==> src/rtl/seven_seg_pkg.sv <==
// Shared types and constants for the seven-segment scan controller.
//   scan_state_t : scan FSM states
//   SEG_DARK     : cathode pattern with every segment off (active-low)
//   an_dark()    : anode pattern with every digit off for a given digit count
package seven_seg_pkg;

  typedef enum logic [1:0] {
    IDLE  = 2'd0,
    BLANK = 2'd1,
    DRIVE = 2'd2
  } scan_state_t;

  localparam logic [7:0] SEG_DARK = 8'hFF;

  // Returns n ones in the low bits; the caller keeps the low NUM_DIGITS bits.
  function automatic logic [63:0] an_dark(input int n);
    return (64'd1 << n) - 64'd1;
  endfunction

endpackage

==> src/rtl/seven_seg_scan_controller_counter.sv <==
// scan_tick_counter: loadable down-counter with terminal-count flag.
//   clk, rst     : clock, async active-high reset
//   clr_i        : synchronous clear to 0
//   load_i       : load load_val_i (wins over counting)
//   load_val_i   : value loaded, i.e. period-1
//   tc_o         : high while the count is 0 (last cycle of the period)
module scan_tick_counter #(
  parameter int W = 4
) (
  input  logic         clk,
  input  logic         rst,
  input  logic         clr_i,
  input  logic         load_i,
  input  logic [W-1:0] load_val_i,
  output logic         tc_o
);

  logic [W-1:0] cnt_q;

  always_ff @(posedge clk or posedge rst) begin
    if (rst)                cnt_q <= '0;
    else if (clr_i)         cnt_q <= '0;
    else if (load_i)        cnt_q <= load_val_i;
    else if (cnt_q != '0)   cnt_q <= cnt_q - 1'b1;
  end

  assign tc_o = (cnt_q == '0);

endmodule

==> src/rtl/seven_seg_scan_controller.sv <==
// seven_seg_scan_controller: time-multiplexed scan of a NUM_DIGITS seven-segment
// display with blanking gaps and frame-synchronous content update.
//   clk, rst    : clock, async active-high reset
//   enable      : 1 = scan, 0 = dark
//   seg_in      : 8 bits per digit, digit 0 in [7:0], active-high, bit7 = dp
//   seg_valid   : seg_in valid
//   seg_ready   : pending buffer empty
//   an          : anode enables, active-low
//   seg_out     : cathodes {dp,g..a}, active-low
//   frame_done  : one-cycle pulse on the first dark cycle after the last digit
module seven_seg_scan_controller
  import seven_seg_pkg::*;
#(
  parameter int NUM_DIGITS      = 8,
  parameter int TICKS_PER_DIGIT = 100000,
  parameter int BLANK_TICKS     = 1000
) (
  input  logic                    clk,
  input  logic                    rst,
  input  logic                    enable,
  input  logic [8*NUM_DIGITS-1:0] seg_in,
  input  logic                    seg_valid,
  output logic                    seg_ready,
  output logic [NUM_DIGITS-1:0]   an,
  output logic [7:0]              seg_out,
  output logic                    frame_done
);

  localparam int MAXT = (TICKS_PER_DIGIT > BLANK_TICKS) ? TICKS_PER_DIGIT : BLANK_TICKS;
  localparam int CW   = $clog2(MAXT + 1);
  localparam int IW   = (NUM_DIGITS > 1) ? $clog2(NUM_DIGITS) : 1;

  localparam logic [63:0]           AN_DARK_W = an_dark(NUM_DIGITS);
  localparam logic [NUM_DIGITS-1:0] AN_DARK   = AN_DARK_W[NUM_DIGITS-1:0];

  localparam logic [CW-1:0] DRIVE_LD = CW'(TICKS_PER_DIGIT - 1);
  localparam logic [CW-1:0] BLANK_LD = CW'((BLANK_TICKS > 0) ? BLANK_TICKS - 1 : 0);
  localparam logic [IW-1:0] LAST_IDX = IW'(NUM_DIGITS - 1);

  // With no blanking, every digit transition goes straight to DRIVE.
  localparam scan_state_t    GAP_ST = (BLANK_TICKS == 0) ? DRIVE : BLANK;
  localparam logic [CW-1:0]  GAP_LD = (BLANK_TICKS == 0) ? DRIVE_LD : BLANK_LD;

  scan_state_t             state_q, state_d;
  logic [IW-1:0]           idx_q, idx_d;
  logic                    fd_pre_q, fd_pre_d;
  logic [8*NUM_DIGITS-1:0] pend_q, shadow_q;
  logic                    pend_full_q;
  logic [NUM_DIGITS-1:0]   an_q, an_d;
  logic [7:0]              seg_q, seg_d;
  logic                    fd_q;

  logic          cnt_clr, cnt_ld, cnt_tc, boundary, accept;
  logic [CW-1:0] cnt_ld_val;

  scan_tick_counter #(.W(CW)) u_cnt (
    .clk        (clk),
    .rst        (rst),
    .clr_i      (cnt_clr),
    .load_i     (cnt_ld),
    .load_val_i (cnt_ld_val),
    .tc_o       (cnt_tc)
  );

  // Next-state decisions; the counter reload must be known in the same cycle.
  always_comb begin
    state_d    = state_q;
    idx_d      = idx_q;
    fd_pre_d   = 1'b0;
    cnt_clr    = 1'b0;
    cnt_ld     = 1'b0;
    cnt_ld_val = DRIVE_LD;
    boundary   = 1'b0;
    unique case (state_q)
      IDLE: begin
        if (enable) begin
          state_d    = GAP_ST;
          idx_d      = '0;
          cnt_ld     = 1'b1;
          cnt_ld_val = GAP_LD;
          boundary   = 1'b1;
        end else begin
          cnt_clr = 1'b1;
        end
      end
      BLANK: begin
        if (!enable) begin
          state_d = IDLE;
          idx_d   = '0;
          cnt_clr = 1'b1;
        end else if (cnt_tc) begin
          state_d    = DRIVE;
          cnt_ld     = 1'b1;
          cnt_ld_val = DRIVE_LD;
        end
      end
      DRIVE: begin
        if (!enable) begin
          state_d = IDLE;
          idx_d   = '0;
          cnt_clr = 1'b1;
        end else if (cnt_tc) begin
          state_d    = GAP_ST;
          cnt_ld     = 1'b1;
          cnt_ld_val = GAP_LD;
          if (idx_q == LAST_IDX) begin
            idx_d    = '0;
            boundary = 1'b1;
            fd_pre_d = 1'b1;
          end else begin
            idx_d = idx_q + 1'b1;
          end
        end
      end
      default: begin
        state_d = IDLE;
        idx_d   = '0;
        cnt_clr = 1'b1;
      end
    endcase
  end

  // Output patterns from the current state; enable gates DRIVE so the
  // display goes dark on the same edge the FSM drops to IDLE.
  always_comb begin
    an_d  = AN_DARK;
    seg_d = SEG_DARK;
    if (state_q == DRIVE && enable) begin
      for (int i = 0; i < NUM_DIGITS; i++)
        if (i == int'(idx_q)) an_d[i] = 1'b0;
      seg_d = ~shadow_q[8*idx_q +: 8];
    end
  end

  assign accept = seg_valid && !pend_full_q;

  always_ff @(posedge clk or posedge rst) begin
    if (rst) begin
      state_q  <= IDLE;
      idx_q    <= '0;
      fd_pre_q <= 1'b0;
      an_q     <= AN_DARK;
      seg_q    <= SEG_DARK;
      fd_q     <= 1'b0;
    end else begin
      state_q  <= state_d;
      idx_q    <= idx_d;
      fd_pre_q <= fd_pre_d;
      an_q     <= an_d;
      seg_q    <= seg_d;
      fd_q     <= fd_pre_q;
    end
  end

  // Single-entry pending buffer. Accept only happens when empty, so an accept
  // on a boundary edge leaves shadow untouched and the word waits a frame.
  always_ff @(posedge clk or posedge rst) begin
    if (rst) begin
      pend_q      <= '0;
      pend_full_q <= 1'b0;
      shadow_q    <= '0;
    end else begin
      if (boundary && pend_full_q) shadow_q <= pend_q;
      if (accept) begin
        pend_q      <= seg_in;
        pend_full_q <= 1'b1;
      end else if (boundary && pend_full_q) begin
        pend_full_q <= 1'b0;
      end
    end
  end

  assign seg_ready  = !pend_full_q;
  assign an         = an_q;
  assign seg_out    = seg_q;
  assign frame_done = fd_q;

endmodule

==> config.mk <==
export PLATFORM = sky130hd
export DESIGN_NAME = seven_seg_scan_controller
export DESIGN_NICKNAME = d
export VERILOG_FILES = /design/src/rtl/seven_seg_pkg.sv /design/src/rtl/seven_seg_scan_controller_counter.sv /design/src/rtl/seven_seg_scan_controller.sv
export SDC_FILE = /design/constraint.sdc
export NUM_CORES = 1
export LEC_CHECK = 0
export ABC_AREA = 1
export CAP_MARGIN = 20
export CORE_UTILIZATION = 40
export CTS_BUF_LIST = sky130_fd_sc_hd__clkbuf_8
export DETAILED_ROUTE_END_ITERATION = 7
export DONT_BUFFER_PORTS = 1
export HOLD_SLACK_MARGIN = 0.08
export SYNTH_ARGS = -nofsm -noshare
export SYNTH_HDL_FRONTEND = slang
export SYNTH_SLANG_ARGS = --single-unit
==> constraint.sdc <==
create_clock -name clk -period 9.5 [get_ports clk]
set_clock_uncertainty 0.2 [all_clocks]
set_input_delay 1.425 -clock clk [delete_from_list [all_inputs] [get_ports clk]]
set_output_delay 1.425 -clock clk [all_outputs]
set_load 0.02 [all_outputs]
# After elaboration in Yosys (flattened, before gate mapping)
# Cells that the tools add are included.
totals:
  regBits: 169
  inputBits: 68
  out_inout_bits: 18
classes:
  n_bitwise: 1
  addsub: 2
  n_mux: 42
  shift: 1
  eq_ne: 14
  n_reduce_logical: 14
op_table:
  columns: ["cell", "count"]
  rows:
  - ["$mux 17", 6]
  - ["$shiftx 64x7->8", 1]
  - ["$pmux 17 s2", 1]
  - ["$mux 1", 19]
  - ["$logic_not 17->1", 1]
  - ["$reduce_bool 17->1", 1]
  - ["$sub 17x1->17 const B", 1]
  - ["$mux 8", 2]
  - ["$mux 3", 5]
  - ["$eq 3x3->1 const A", 4]
  - ["$mux 2", 5]
  - ["$pmux 3 s3", 1]
  - ["$not 8->8", 1]
  - ["$eq 2x3->1 const A", 2]
  - ["$ne 3x3->1 const B", 2]
  - ["$pmux 2 s3", 1]
  - ["$reduce_and 3->1", 2]
  - ["$ne 2x2->1 const B", 2]
  - ["$pmux 1 s2", 2]
  - ["$add 3x1->3 const B", 1]
  - ["$eq 1x3->1 const A", 1]
  - ["$eq 3x3->1 const B", 1]
  - ["$logic_and 1x1->1", 3]
  - ["$logic_not 3->1", 1]
  - ["8 further kinds", 8]

# Depth between registers and ports, before layout
# Gate-level depths: netlist of the first run.
logic_depth:
  ltp_word: 8
  ltp_mapped: 12
  depth_no_buf: 12

# Hierarchy
# A second synthesis of the first run with hierarchy kept.
unflattened:
  hier_cells: 901
  area_unflattened_um2: 8018.9
modules_own_cells:
  columns: ["mod", "cells_per_inst", "area_each_um2", "n_inst"]
  rows:
  - ["seven_seg_scan_controller", 723, 6830.3, 1]
  - ["scan_tick_counter", 178, 1188.6, 1]

# Worst setup path before layout of the first run
# Ideal clock, no wire load.
synth_timing:
  path_type: "input port to flip-flop"
  start: "input seg_valid"
  end: "register pend_q[10]"
  path_slack_ps: 6956
  required_ps: 9175
  setup_ps: 125
  cell_stages: 4
  arrival_time_ps: 2219
  cell_sequence: "nand2_1 > buf_2 > buf_2 > mux2_2"
synth_via:
  elab_chain_cells: 1
synth_rtl:
  columns: ["item", "line_no", "source"]
  rows:
  - ["start: declaration", "seven_seg_scan_controller.sv:22", "input logic seg_valid,"]
  - ["$logic_and 1x1->1", "seven_seg_scan_controller.sv:135", "assign accept = seg_valid && !pend_full_q;"]
  - ["end signal: assignment", "seven_seg_scan_controller.sv:165", "pend_q <= seg_in;"]
  - ["end: declaration", "seven_seg_scan_controller.sv:47", "logic [8*NUM_DIGITS-1:0] pend_q, shadow_q;"]
# No other way between the ends.
# A chain may end at the register's enable or synchronous reset.

# Final worst setup path of the first run
layout_timing:
  start: "input enable"
  end: "register shadow_q[53]"
layout_via:
  elab_chain_cells: 3
  elab_cells_between_ends: 4
  classes_between: "3 x mux; 1 x reduce/logical"
layout_rtl:
  columns: ["item", "line_no", "source"]
  rows:
  - ["start: declaration", "seven_seg_scan_controller.sv:20", "input logic enable,"]
  - ["$mux 1, on equally long branches", "seven_seg_scan_controller.sv:98, seven_seg_scan_controller.sv:76", null]
  - ["$pmux 1 s2 (*)", "seven_seg_scan_controller.sv:74", "unique case (state_q)"]
  - ["$logic_and 1x1->1 (*)", "seven_seg_scan_controller.sv:163", "if (boundary && pend_full_q) shadow_q <= pend_q;"]
  - ["end signal: assignment", "seven_seg_scan_controller.sv:163", null]
  - ["end: declaration", "seven_seg_scan_controller.sv:47", null]
# Every way passes the cells marked *; elsewhere a longest branch is shown, timed or not.

==> flow_summary.yaml, run 1 <==
layout:
  fill_cells: 1727
  fin_area_um2: 7960
  fin_cells: 973
  multi_input_area_um2: 2880
  drive_gt1_share_pct: 17.5
  final_nets: 810
  regArea_um2: 4250
  area_growth_pct: 5.96
  post-route-util_pct: 43.7
clock_network:
  cts_max_level: 4
  cts_root_buffer: "clkbuf_8"
  clkSinkCount: 169
  postCtsHoldBufs: 0
  clk_path_buf_depth: 2
  post_cts_buffers: 0
  cts_tree: "done"
  clkLatencyLatePin_ps: 470
  cts_made_buffers: 17
  cts-resized-gates: 0
  cts.reportedPaths.clkPinSlew_ps: 90
power:
  peakVddDrop_mv: 0.269
  p_leak_nw: 3.72
  p_per_area_nw_per_um2: 327
  fin_total_pwr_mw: 2.60
synth:
  seq_area_frac_synth_pct: 56.5
  syn_area_um2: 7520
  synthArstFlopShare_pct: 100
  ys.warnings.count: 0
  yosysTopAreaCell: "dfrtp_1"
  synth_seq_cells: 169
  synthTopCellsByArea: "dfrtp_1 51%, mux2_2 9.6%, nand2_1 8.5%, dfstp_2 5.6%, nand3_1 5.5%"
  ys.flop_type: "dfrtp_1"
  syn-instance-count: 745
  synth_edf_count: 0
  syn_avg_cell_area_um2: 10.1
  synth_top_area_share_pct: 50.9
  synth.distinct_cells: 32
  syn_nets: 825
timing:
  period_needed_ps: 3520
  whs_ps: 164
  fmax_ghz: 0.284
  fin_tns_setup_ps: 0
  relSlewSlack_pct: 32.7
  fin_crit_sh_pct: 37.1
  tightest_slew_ps: 1010
  finalMaxSlewViolations: 0
  fin_ws_ps: 5980
  hold_viol: 0
  setup_viol: 0
  rsz0062_at_grt: "false"
die:
  coreArea_um2: 18200
  ios: 86
  die_w_um: 139
  initial_core_util_pct: 41.3
  die_h_um: 139
  rows: 49
  die-area_um2: 19300
place:
  post-place-cells: 939
  place.gp.congestion: 0.808
  placed_cell_area_um2: 7570
  place_ws_ps: 5470
  dp_hpwl_um: 10800
  port_buffers: 0
min_path:
  hold_path_class: "register to register"
job:
  cap_viol_max_count: 0
global_routing:
  antenna_found_initial: 1
  overflow: 0
  grtUsageTotal_pct: 18.0
  grt_pass1_wl_um: 27100
  grt_pass1_vias: 5172
  grt_start_max_net_pins: 121
run_status:
  violations: "DRC"
  outcome: "finished, violations left"
critical_path:
  r2r_setup_slack_ps: 6170
  path_cells: "nand2_1 > inv_1 > nand3_2 > o21ai_4 > buf_4 > nand2_4 > nand2_1 > nand2_1"
  crit_top_cell: "nand2_1"
  end_kind: "register"
  cp-start-kind: "input pin"
  critPathRequiredTime_ps: 9660
  slowest_delay_ps: 530
  crit_path_top_delay_cell: "buf_4"
  worstPathMaxFanout: 66
  cp.arrival_ps: 3690
  criticalPathCategory: "input pin to register"
routing:
  wire_per_inst_um: 16.4
  first_iter_violations: 445
  route.detailed.drc: 12
  drt-pass1-iter-count: 7
  ant_nets: 0
  via_count: 5078
  route.final.wire_length_um: 16000
  vias_per_cell: 5.22
==> layout make-up <==
cell class	instances	area share, %
clock buffers	17	2.94
inverters	29	1.43
flip-flops and latches	169	53.4
diodes	1	0.0314
clock inverters	15	1.68
well taps	229	3.60
repair buffers	6	0.817
multi-input cells	507	36.1
==> placed cells by master (no fill, tap or decap), drive strengths merged <==
cell / netlist / final
a21boi: 1 / 1
a21oi: 12 / 12
a31oi: 1 / 1
and2: 1 / 1
buf: 31 / 6
clkbuf: 9 / 17
clkinv: 0 / 3
clkinvlp: 0 / 3
dfrtp: 153 / 153
dfstp: 16 / 16
diode: 0 / 1
ha: 12 / 12
inv: 29 / 38
mux2: 64 / 64
nand2: 173 / 173
nand3: 84 / 84
nand4: 4 / 4
nor2: 76 / 76
nor3: 2 / 2
o211ai: 8 / 8
o21ai: 41 / 41
o221ai: 8 / 8
o22ai: 8 / 8
or2: 1 / 1
xnor2: 3 / 3
xor2: 8 / 8
==> routing by layer <==
| layer | global-route usage, % | part of all wire (%) |
|---|---|---|
| met2 | 27.2 | 46 |
| met1 | 24.7 | 48 |
| met4 | 6.61 | 1.4 |
| met5 | 0 | 0.056 |
| met3 | 5.11 | 5.0 |
==> worst max-delay path, delay by kind of cell <==
kind                   cells  cell delay, ps
AOI/OAI and AO/OA          1             140
buffers and inverters      2            1020
and+or+nand+nor            5            1060
==> path summary, 6_finish.rpt <==
check | end | startpoint | depth (start not counted)
max | shadow_q[53] | enable | 8
min | frame_done | fd_pre_q | 0
max reg2reg | shadow_q[53] | state_q[0] | 10
min reg2reg | frame_done | fd_pre_q | 0
max in group asynchronous | pend_full_q | rst | 2
min in group asynchronous | u_cnt.cnt_q[14] | rst | 1
==> state kept, by name (all words and copies together) (netlist names) <==
| register | cells |
|---|---|
| frame_done | 1 |
| idx_q | 3 |
| pend_full_q | 1 |
| an | 8 |
| state_q | 2 |
| seg_out | 8 |
| fd_pre_q | 1 |
| pend_q | 64 |
| shadow_q | 64 |
| u_cnt.cnt_q | 17 |
==> cells in the mapped netlist (8+ instances only) <==
cell type	count
nand3_1	83
inv_1	29
dfstp_2	16
buf_2	16
mux2_2	64
o22ai_1	8
nor2_1	72
o221ai_1	8
nand2_1	171
o21ai_0	40
a21oi_1	12
o211ai_1	8
ha_1	12
xor2_1	8
clkbuf_1	9
dfrtp_1	153
==> power breakdown <==
group          switching (mW)  internal [mW]
logic                   0.537          0.355
registers               0.197           1.03
clock network           0.292          0.191
total                    1.03           1.58
==> kinds of logic (layout without fill, tap and decap cells) <==
logic type / Yosys count / in the layout / synth area share [%]
muxes: 64 / 64 / 9.59
adders and majority gates: 12 / 12 / 2.00
AOI/OAI and AO/OA: 79 / 79 / 6.26
DFF: 169 / 169 / 56.5
and+or+nand+nor: 341 / 341 / 19.1
other: 0 / 1 / 0
buffers and inverters: 69 / 67 / 5.21
xor gates and xnor gates: 11 / 11 / 1.28
No activity file was read; power rests on OpenSTA's default activity.
==> run 2: changes to the inputs <==
==> constraint.sdc (replaced) <==
create_clock -name clk -period 3 [get_ports clk]
set_clock_uncertainty 0.2 [all_clocks]
set_input_delay 0.45 -clock clk [delete_from_list [all_inputs] [get_ports clk]]
set_output_delay 0.45 -clock clk [all_outputs]
set_load 0.02 [all_outputs]
==> run 2 against run 1 <==
The flow still finishes with violations (DRC). Final cell count is 7.4% higher. Combinational power grew to 3.3 times the previous value. Core utilization is 3.9 points higher. Critical path type is now register to register. Routed wire length is 4.8% higher. Via count is 6.4% higher. Critical endpoint is now shadow_q[50]. Global-route usage is 0.63 points higher. Setup slack worse by 5300 ps. Sequential power grew to 3.2 times the previous value. Sequential cell count stayed put.
==> flow_summary.yaml, run 2 (synthesis gave the netlist of run 1 again) <==
run_status:
  outcome: "finished, violations left"
  violations: "DRC"
critical_path:
  cp_top_family: "simple AND/OR/NAND/NOR gates"
  end_kind: "register"
  path_cells: "inv_1 > ha_1 > inv_1 > nor2_1 > nand2_1 > nor2_4 > nand3_2 > o21ai_4 > nand2_4 > nand2_1 > nand2_1"
  r2r-end: "shadow_q[50]"
  slowest_delay_ps: 390
  r2r_setup_slack_ps: 660
  cp.arrival_ps: 2490
  critPathRequiredTime_ps: 3150
  rr_worst_depth: 11
  cp-start-kind: "register"
  criticalPathCategory: "register to register"
  worstPathMaxFanout: 64
  crit_top_cell: "nand2_1"
  crit_path_top_delay_cell: "dfrtp_1"
  r2r-start: "u_cnt.cnt_q[0]"
  crit_buf_inv: 2
die:
  die-area_um2: 19300
  rows: 49
  die_h_um: 139
  ios: 86
  die_w_um: 139
  initial_core_util_pct: 41.3
  coreArea_um2: 18200
timing:
  setup_viol: 0
  finalMaxSlewViolations: 0
  rsz0062_at_grt: "false"
  tightest_slew_ps: 1010
  period_needed_ps: 2340
  fin_tns_setup_ps: 0
  hold_viol: 0
  relSlewSlack_pct: 32.7
  whs_ps: 125
  fin_crit_sh_pct: 77.9
  fmax_ghz: 0.428
clock_network:
  post_cts_buffers: 0
  cts-resized-gates: 0
  clkSinkCount: 169
  cts_root_buffer: "clkbuf_8"
  cts_max_level: 4
  clkLatencyLatePin_ps: 470
  cts_tree: "done"
  cts.reportedPaths.clkPinSlew_ps: 90
  clk_path_buf_depth: 2
  cts_made_buffers: 17
layout:
  area_growth_pct: 15.4
  post-route-util_pct: 47.6
  final_cell_mix: "170 x nand2_1, 152 x dfrtp_1, 83 x nand3_1, 72 x nor2_1, 66 x dlygate4sd3_1"
  final_common_cell: "nand2_1"
  drive_gt1_share_pct: 16.7
  reg_top3: "pend_q: 64 flops, shadow_q: 64 flops, u_cnt.cnt_q: 17 flops"
  final_nets: 883
  fin_cells: 1045
  diodes: 0
power:
  peakVddDrop_mv: 0.572
  p_per_area_nw_per_um2: 971
  p_leak_nw: 4.03
place:
  dp_hpwl_um: 11300
  post-place-cells: 947
  port_buffers: 0
  place.gp.congestion: 0.909
global_routing:
  grt_start_max_net_pins: 170
  grt_pass1_vias: 5464
  grtUsageTotal_pct: 18.6
  grt_pass1_wl_um: 28600
  antenna_found_initial: 0
  overflow: 0
min_path:
  whs_endpoint: "u_cnt.cnt_q[12]"
  hold_path_class: "input pin to register"
  hold_depth: 4
  hp-start: "enable"
routing:
  drt-pass1-iter-count: 7
  via_count: 5402
  vias_per_cell: 5.17
  wire_per_inst_um: 16.0
  route.detailed.drc: 5
  route.final.wire_length_um: 16700
  first_iter_violations: 449
  ant_nets: 0
job:
  cap_viol_max_count: 0
[run 2: cell types whose count changed in the layout (fill, tap and decap cells not counted)]
cell / previous run / this run
inv_6: 6 / 4
dlygate4sd3_1: 0 / 66
diode_2: 1 / 0
buf_4: 5 / 12
inv_1: 28 / 29
inv_8: 4 / 2
clkinv_2: 1 / 2
bufinv_16: 0 / 1
clkinv_4: 2 / 3
buf_16: 1 / 0
buf_12: 0 / 1
[run 2: metal layers]
layer	GRT usage (%)	vias up	wire, µm
met3	4.49	14	841
li1	-	2590	-
met2	28.5	146	7770
met1	26.5	2652	7950
met4	4.91	0	180
met5	0	-	0
[run 2: worst max path at each step]
stage,from,to,slack [ps],cells past startpoint
2_1_floorplan,rst,fd_pre_q,210,1
3_3_place_gp,idx_q[0],shadow_q[4],750,8
3_5_place_dp,u_cnt.cnt_q[0],shadow_q[50],670,11
4_1_cts,u_cnt.cnt_q[0],shadow_q[50],640,11
5_1_grt,u_cnt.cnt_q[0],shadow_q[59],440,11
6_report,u_cnt.cnt_q[0],shadow_q[50],660,11
[run 2: layout make-up]
cell class                 instances  area, µm²
tap                              229        287
fill                            1707       9530
timing repair buffer              79        771
sequential                       169       4250
clock buffer                      17        234
clock inverter                    15        143
multi-input combinational        507       2880
inverter                          29        113
[run 2: worst register-to-register path: cells and delay by family (launching register included)]
family | cells | cell delay [ps]
AO/OA/AOI/OAI | 1 | 210
adder cells (fa/ha/maj) | 1 | 170
buffers and inverters | 2 | 180
flip-flops | 1 | 390
AND/OR/NAND/NOR | 7 | 1090
[run 2: through the flow]
step	area (µm²)	worst slack (ps)	total power, mW
2_1_floorplan	7520	208	6.20
3_3_place_gp	7640	746	6.74
3_5_place_dp	7640	665	6.84
4_1_cts	8670	643	8.50
5_1_grt	8670	445	9.11
6_report	8670	663	8.42
[run 2: where the power goes]
| group | leakage, nW | switching, mW | total (mW) | internal, mW |
|---|---|---|---|---|
| Sequential | 2.05 | 0.622 | 3.89 | 3.26 |
| Combinational | 1.79 | 1.75 | 2.97 | 1.21 |
| Clock | 0.192 | 0.890 | 1.56 | 0.674 |
[run 2: what timing repair did]
action                                 CTS  global route
setup endpoints to repair                0             0
hold buffers                            66             0
endpoints found under the hold margin  219             0
